`src/rtl/rs_dec_pkg.sv`:
```
// Shared definitions for the RS(204,188) decoder front end: controller state
// encoding, default codeword length and statistics counter width.
package rs_dec_pkg;

  localparam int unsigned RS_N_DEF     = 204;
  localparam int unsigned RS_CNT_W_DEF = 16;
  localparam int unsigned SYM_IDX_W    = 8;

  typedef enum logic [1:0] {
    ST_IDLE  = 2'd0,
    ST_ACCUM = 2'd1,
    ST_OUT   = 2'd2
  } rs_state_e;

endpackage

```
`src/rtl/rs_sat_cnt.sv`:
```
// Saturating up-counter used for the codeword statistics.
module rs_sat_cnt #(
  parameter int unsigned W = 16
) (
  input  logic         Clk,
  input  logic         Reset,
  input  logic         Inc,
  output logic [W-1:0] Count
);

  always_ff @(posedge Clk or negedge Reset) begin
    if (!Reset) begin
      Count <= '0;
    end else if (Inc && (Count != '1)) begin
      Count <= Count + W'(1);
    end
  end

endmodule

```
`src/rtl/rs_syndrome_ctrl.sv`:
```
// Syndrome accumulation controller: frames N-symbol codewords, drives the
// syndrome accumulator and hands off the syndrome set. Option: RS_SOP_RESYNC_EN.
module rs_syndrome_ctrl
  import rs_dec_pkg::*;
#(
  parameter int unsigned N     = RS_N_DEF,
  parameter int unsigned CNT_W = RS_CNT_W_DEF
) (
  input  logic                 Clk,
  input  logic                 Reset,
  input  logic                 In_Valid,
  input  logic                 In_Sop,
  output logic                 In_Ready,
  output logic                 Syn_En,
  output logic                 Syn_Clr,
  output logic                 Syn_Last,
  output logic [SYM_IDX_W-1:0] Sym_Idx,
  input  logic                 Zero_Syn,
  output logic                 Out_Valid,
  input  logic                 Out_Ready,
  output logic                 Err_Free,
  output logic [CNT_W-1:0]     Cw_Cnt,
  output logic [CNT_W-1:0]     Err_Cnt,
  output logic                 Sync_Err
);

  localparam logic [SYM_IDX_W-1:0] LAST_IDX = SYM_IDX_W'(N - 1);

  rs_state_e             state_q, state_d;
  logic [SYM_IDX_W-1:0]  idx_d;
  logic                  handoff;
`ifdef RS_SOP_RESYNC_EN
  logic                  sync_err_d;
`endif

  // State, index and hand-off flag registers
  always_ff @(posedge Clk or negedge Reset) begin
    if (!Reset) begin
      state_q   <= ST_IDLE;
      Sym_Idx   <= '0;
      Out_Valid <= 1'b0;
    end else begin
      state_q   <= state_d;
      Sym_Idx   <= idx_d;
      Out_Valid <= (state_d == ST_OUT);
    end
  end

`ifdef RS_SOP_RESYNC_EN
  always_ff @(posedge Clk or negedge Reset) begin
    if (!Reset) begin
      Sync_Err <= 1'b0;
    end else begin
      Sync_Err <= sync_err_d;
    end
  end
`else
  assign Sync_Err = 1'b0;
`endif

  // Next-state and accumulator control; everything held low during reset
  always_comb begin
    state_d  = state_q;
    idx_d    = Sym_Idx;
    In_Ready = 1'b0;
    Syn_En   = 1'b0;
    Syn_Clr  = 1'b0;
    Syn_Last = 1'b0;
    handoff  = 1'b0;
`ifdef RS_SOP_RESYNC_EN
    sync_err_d = 1'b0;
`endif
    if (Reset) begin
      case (state_q)
        ST_IDLE: begin
          In_Ready = 1'b1;
          if (In_Valid && In_Sop) begin
            Syn_En  = 1'b1;
            Syn_Clr = 1'b1;
            idx_d   = SYM_IDX_W'(1);
            state_d = ST_ACCUM;
          end
        end
        ST_ACCUM: begin
          In_Ready = 1'b1;
          if (In_Valid) begin
            Syn_En = 1'b1;
`ifdef RS_SOP_RESYNC_EN
            if (In_Sop) begin
              Syn_Clr    = 1'b1;
              idx_d      = SYM_IDX_W'(1);
              sync_err_d = 1'b1;
            end else
`endif
            if (Sym_Idx == LAST_IDX) begin
              Syn_Last = 1'b1;
              idx_d    = '0;
              state_d  = ST_OUT;
            end else begin
              idx_d = Sym_Idx + SYM_IDX_W'(1);
            end
          end
        end
        ST_OUT: begin
          In_Ready = Out_Ready;
          if (Out_Ready) begin
            handoff = 1'b1;
            // A new start-of-codeword in the hand-off cycle starts with no bubble
            if (In_Valid && In_Sop) begin
              Syn_En  = 1'b1;
              Syn_Clr = 1'b1;
              idx_d   = SYM_IDX_W'(1);
              state_d = ST_ACCUM;
            end else begin
              state_d = ST_IDLE;
            end
          end
        end
        default: state_d = ST_IDLE;
      endcase
    end
  end

  assign Err_Free = Reset & Out_Valid & Zero_Syn;

  rs_sat_cnt #(.W(CNT_W)) u_cw_cnt (
    .Clk   (Clk),
    .Reset (Reset),
    .Inc   (handoff),
    .Count (Cw_Cnt)
  );

  rs_sat_cnt #(.W(CNT_W)) u_err_cnt (
    .Clk   (Clk),
    .Reset (Reset),
    .Inc   (handoff & ~Zero_Syn),
    .Count (Err_Cnt)
  );

endmodule

```
`config.mk`:
```
export PLATFORM = sky130hd
export DESIGN_NAME = rs_syndrome_ctrl
export DESIGN_NICKNAME = d
export VERILOG_FILES = /design/src/rtl/rs_dec_pkg.sv /design/src/rtl/rs_sat_cnt.sv /design/src/rtl/rs_syndrome_ctrl.sv
export SDC_FILE = /design/constraint.sdc
export NUM_CORES = 1
export LEC_CHECK = 0
export ABC_AREA = 1
export ABC_CLOCK_PERIOD_IN_PS = 1800
export CORE_MARGIN = 8
export CORE_UTILIZATION = 52
export CTS_CLUSTER_DIAMETER = 150
export DETAILED_ROUTE_END_ITERATION = 6
export GPL_ROUTABILITY_DRIVEN = 0
export PLACE_DENSITY = 0.8
export SETUP_SLACK_MARGIN = 0.5
export SLEW_MARGIN = 20
export SYNTH_ARGS = -nofsm -noshare
export SYNTH_HDL_FRONTEND = slang
export SYNTH_SLANG_ARGS = --single-unit
```
`constraint.sdc`:
```
create_clock -name Clk -period 1.8 [get_ports Clk]
set_input_delay 0.36 -clock Clk [delete_from_list [all_inputs] [get_ports Clk]]
set_output_delay 0.36 -clock Clk [all_outputs]
set_load 0.02 [all_outputs]
```
==> results.cfg <==
[critical_path]
crit_arrival_ns = 2.17
path_max_fanout = 6
r2r_end = u_err_cnt.Count[7]
rrSetupSlack_ns = -0.17
critPathLaunchType = flop
path_class = reg -> reg
worst_ep_required_time_ns = 2.00
r2r_cells = 7
reg2reg_from = u_err_cnt.Count[12]
crit_path_end_kind = flop

[status]
status = finished with violations
violations = negative setup slack

[global_route]
grt_usage_pct = 25.65
antenna_found_initial = 0
overflow = 0
grt_pass1_wl_um = 15460
grt_pass1_vias = 3223
grt_max_degree = 36

[synth]
synth_area_leaders = dfrtp_1, nand2_1, inv_1
synth_nets = 398
synth_async_sr_flop_share_pct = 100.0
yosysMostFrequentCell = nand2_1
syn_area_um2 = 2680
ys_seq_area_share_pct = 40.15
synth_top_area_share_pct = 40.15
avgSynthCellArea_um2 = 6.890
synth_edf_count = 0
synth.largest_area_cell = dfrtp_1
synth_common_cells = nand2_1, dfrtp_1, inv_1, nor2_1, nand3_1
synth-warning-count = 0
synth_ff_type = dfrtp_1
synthCells = 389
yosys.cell_types.count = 25
yosys_register_bits = 43

[power_and_ir_drop]
combPwrFrac_pct = 38.2
total_power_mw = 2.900
pwr-share-seq_pct = 39.0
leakagePower_nw = 2.356
p_per_area_nw_per_um2 = 605.7
sw_frac_of_total_pct = 36.16
switchingPower_mw = 1.049
ir_worst_vdd_v = 0.0006860
p_int_mw = 1.852
pwr-share-clk_pct = 22.8

[route]
wl_um = 15880
firstDrtPassIters = 6
ant_nets = 0
avgRoutedWirePerCell_um = 25.45
vias_per_cell = 6.590
vias = 4112
drtIter0Drc = 668
drc = 0

[sta]
fin_ws_ns = -0.1687
worstMarginPinSlew_ns = 0.6588
hold_viol = 0
skew_ns = 0.01551
rsz0062_at_grt = true
tns_ns = -1.738
maxSlewViolCount = 0
min_period_over_period_pct = 109.4
setup_viol = 16
relSlewSlack_pct = 55.84
period_minus_slack_ns = 1.969
fmax_mhz = 507.9

[clocking]
clk_latency_ns = 0.32
cts_buffers = 5
cts_sinks = 43
clk_path_buf_depth = 2
clkTransAtPathRegs_ns = 0.10
ctsHtreeMaxLevel = 2
cts_root_buf = clkbuf_8
hold_buffers = 0
cts_tree = done

[floorplanning]
core_area_um2 = 5042
die_y_um = 87.79
dieArea_um2 = 7707
initial_core_util_pct = 53.15
die_w_um = 87.79
pin_count = 53
num_rows = 26

[final_layout]
nNetsFinal = 562
fillers = 118
antenna_cells = 0
drive_above_1_share_pct = 50.18
fin_util_pct = 94.96
syn2layout_area_growth_pct = 78.66

[flow_run]
cap_violations = 0

[place]
io_buffers = 51
dp_hpwl_um = 5319
pre_cts_ws_ns = -0.5502

[min_path]
min-delay-path-class = in -> async
worst max-delay path, stage by stage, from the launching register on:
cell     delay (ns)
dfrtp_1        0.41
nand2_1        0.22
nor3_2         0.56
inv_1          0.25
nand2_8        0.17
nand2_8        0.09
nand2_2        0.08
nand2_1        0.07
layout make-up:
cell class | instances | area [um^2] | share of cell area (%)
Inverter | 46 | 180.2 | 3.763
Clock buffer | 7 | 76.32 | 1.594
Timing Repair inverter | 1 | 16.27 | 0.3397
Multi-Input combinational cell | 299 | 1876 | 39.17
Tap cell | 70 | 87.58 | 1.829
Timing Repair Buffer | 157 | 1453 | 30.34
Sequential cell | 43 | 1095 | 22.86
Clock inverter | 1 | 5.005 | 0.1045
placed cells by master, fill, tap and decap left out, types with 10 or more instances in the layout:
| cell | instances |
|---|---|
| buf_2 | 11 |
| buf_4 | 71 |
| buf_6 | 67 |
| dfrtp_1 | 28 |
| dfrtp_2 | 15 |
| inv_1 | 38 |
| nand2_1 | 115 |
| nand2_2 | 39 |
| nand2_4 | 10 |
| nand3_1 | 19 |
| nand4_1 | 15 |
| nor2_1 | 25 |
| nor2_4 | 11 |
| xnor2_1 | 13 |
power by group through the flow:
stage | clock network (mW) | registers (mW) | logic [mW]
6_report | 0.660 | 1.13 | 1.11
5_1_grt | 0.711 | 1.13 | 1.14
4_1_cts | 0.618 | 1.11 | 0.798
3_5_place_dp | 0 | 1.13 | 0.698
3_3_place_gp | 0 | 1.12 | 0.672
2_1_floorplan | 0 | 1.23 | 0.240
per-stage QoR:
stage,area (um^2),instances,hold slack (ns)
2_1_floorplan,2779,389,0.06441
3_3_place_gp,3616,544,0.4553
3_5_place_dp,3616,544,0.4578
4_1_cts,4141,593,0.06470
5_1_grt,4788,624,0.02761
6_report,4788,624,0.05723
flip-flops by register name, summed over array words and instances (netlist names):
name	count
u_cw_cnt.Count	16
Out_Valid	1
Sym_Idx	8
state_q	2
u_err_cnt.Count	16
worst max path at each step:
stage / startpoint / to / slack, ns / cells after the start
6_report: u_err_cnt.Count[12] / u_err_cnt.Count[7] / -0.17 / 7
5_1_grt: u_err_cnt.Count[13] / u_err_cnt.Count[9] / -0.28 / 7
4_1_cts: state_q[1] / Syn_Last / 0.11 / 6
3_5_place_dp: In_Valid / Syn_Last / -0.55 / 6
3_3_place_gp: In_Valid / Syn_Last / -0.53 / 6
2_1_floorplan: u_cw_cnt.Count[0] / u_cw_cnt.Count[9] / 0.38 / 8
timing repair:
item / in CTS / in global routing
endpoints found under the setup margin: 86 / 81
cloned: 3 / 1
resized for setup: 297 / 124
pin swaps: 17 / 53
buffers inserted: 38 / 30
kinds of logic after synthesis:
logic type / after synthesis / share of synthesized area (%)
compound gates: 21 / 4.482
xor+xnor: 18 / 5.882
fa+ha+maj: 3 / 1.401
buf+inv: 50 / 7.843
flops: 43 / 40.15
other cells: 1 / 0.1399
simple gates: 253 / 40.10
routing by layer:
layer	routed length [um]	track usage (%)	vias to the layer above
met5	55	0	-
met4	1774	11.09	2
met3	2246	6.942	222
met2	7098	44.12	530
met1	4706	29.03	1809
li1	-	-	1549
(Power assumes the default switching activity.)
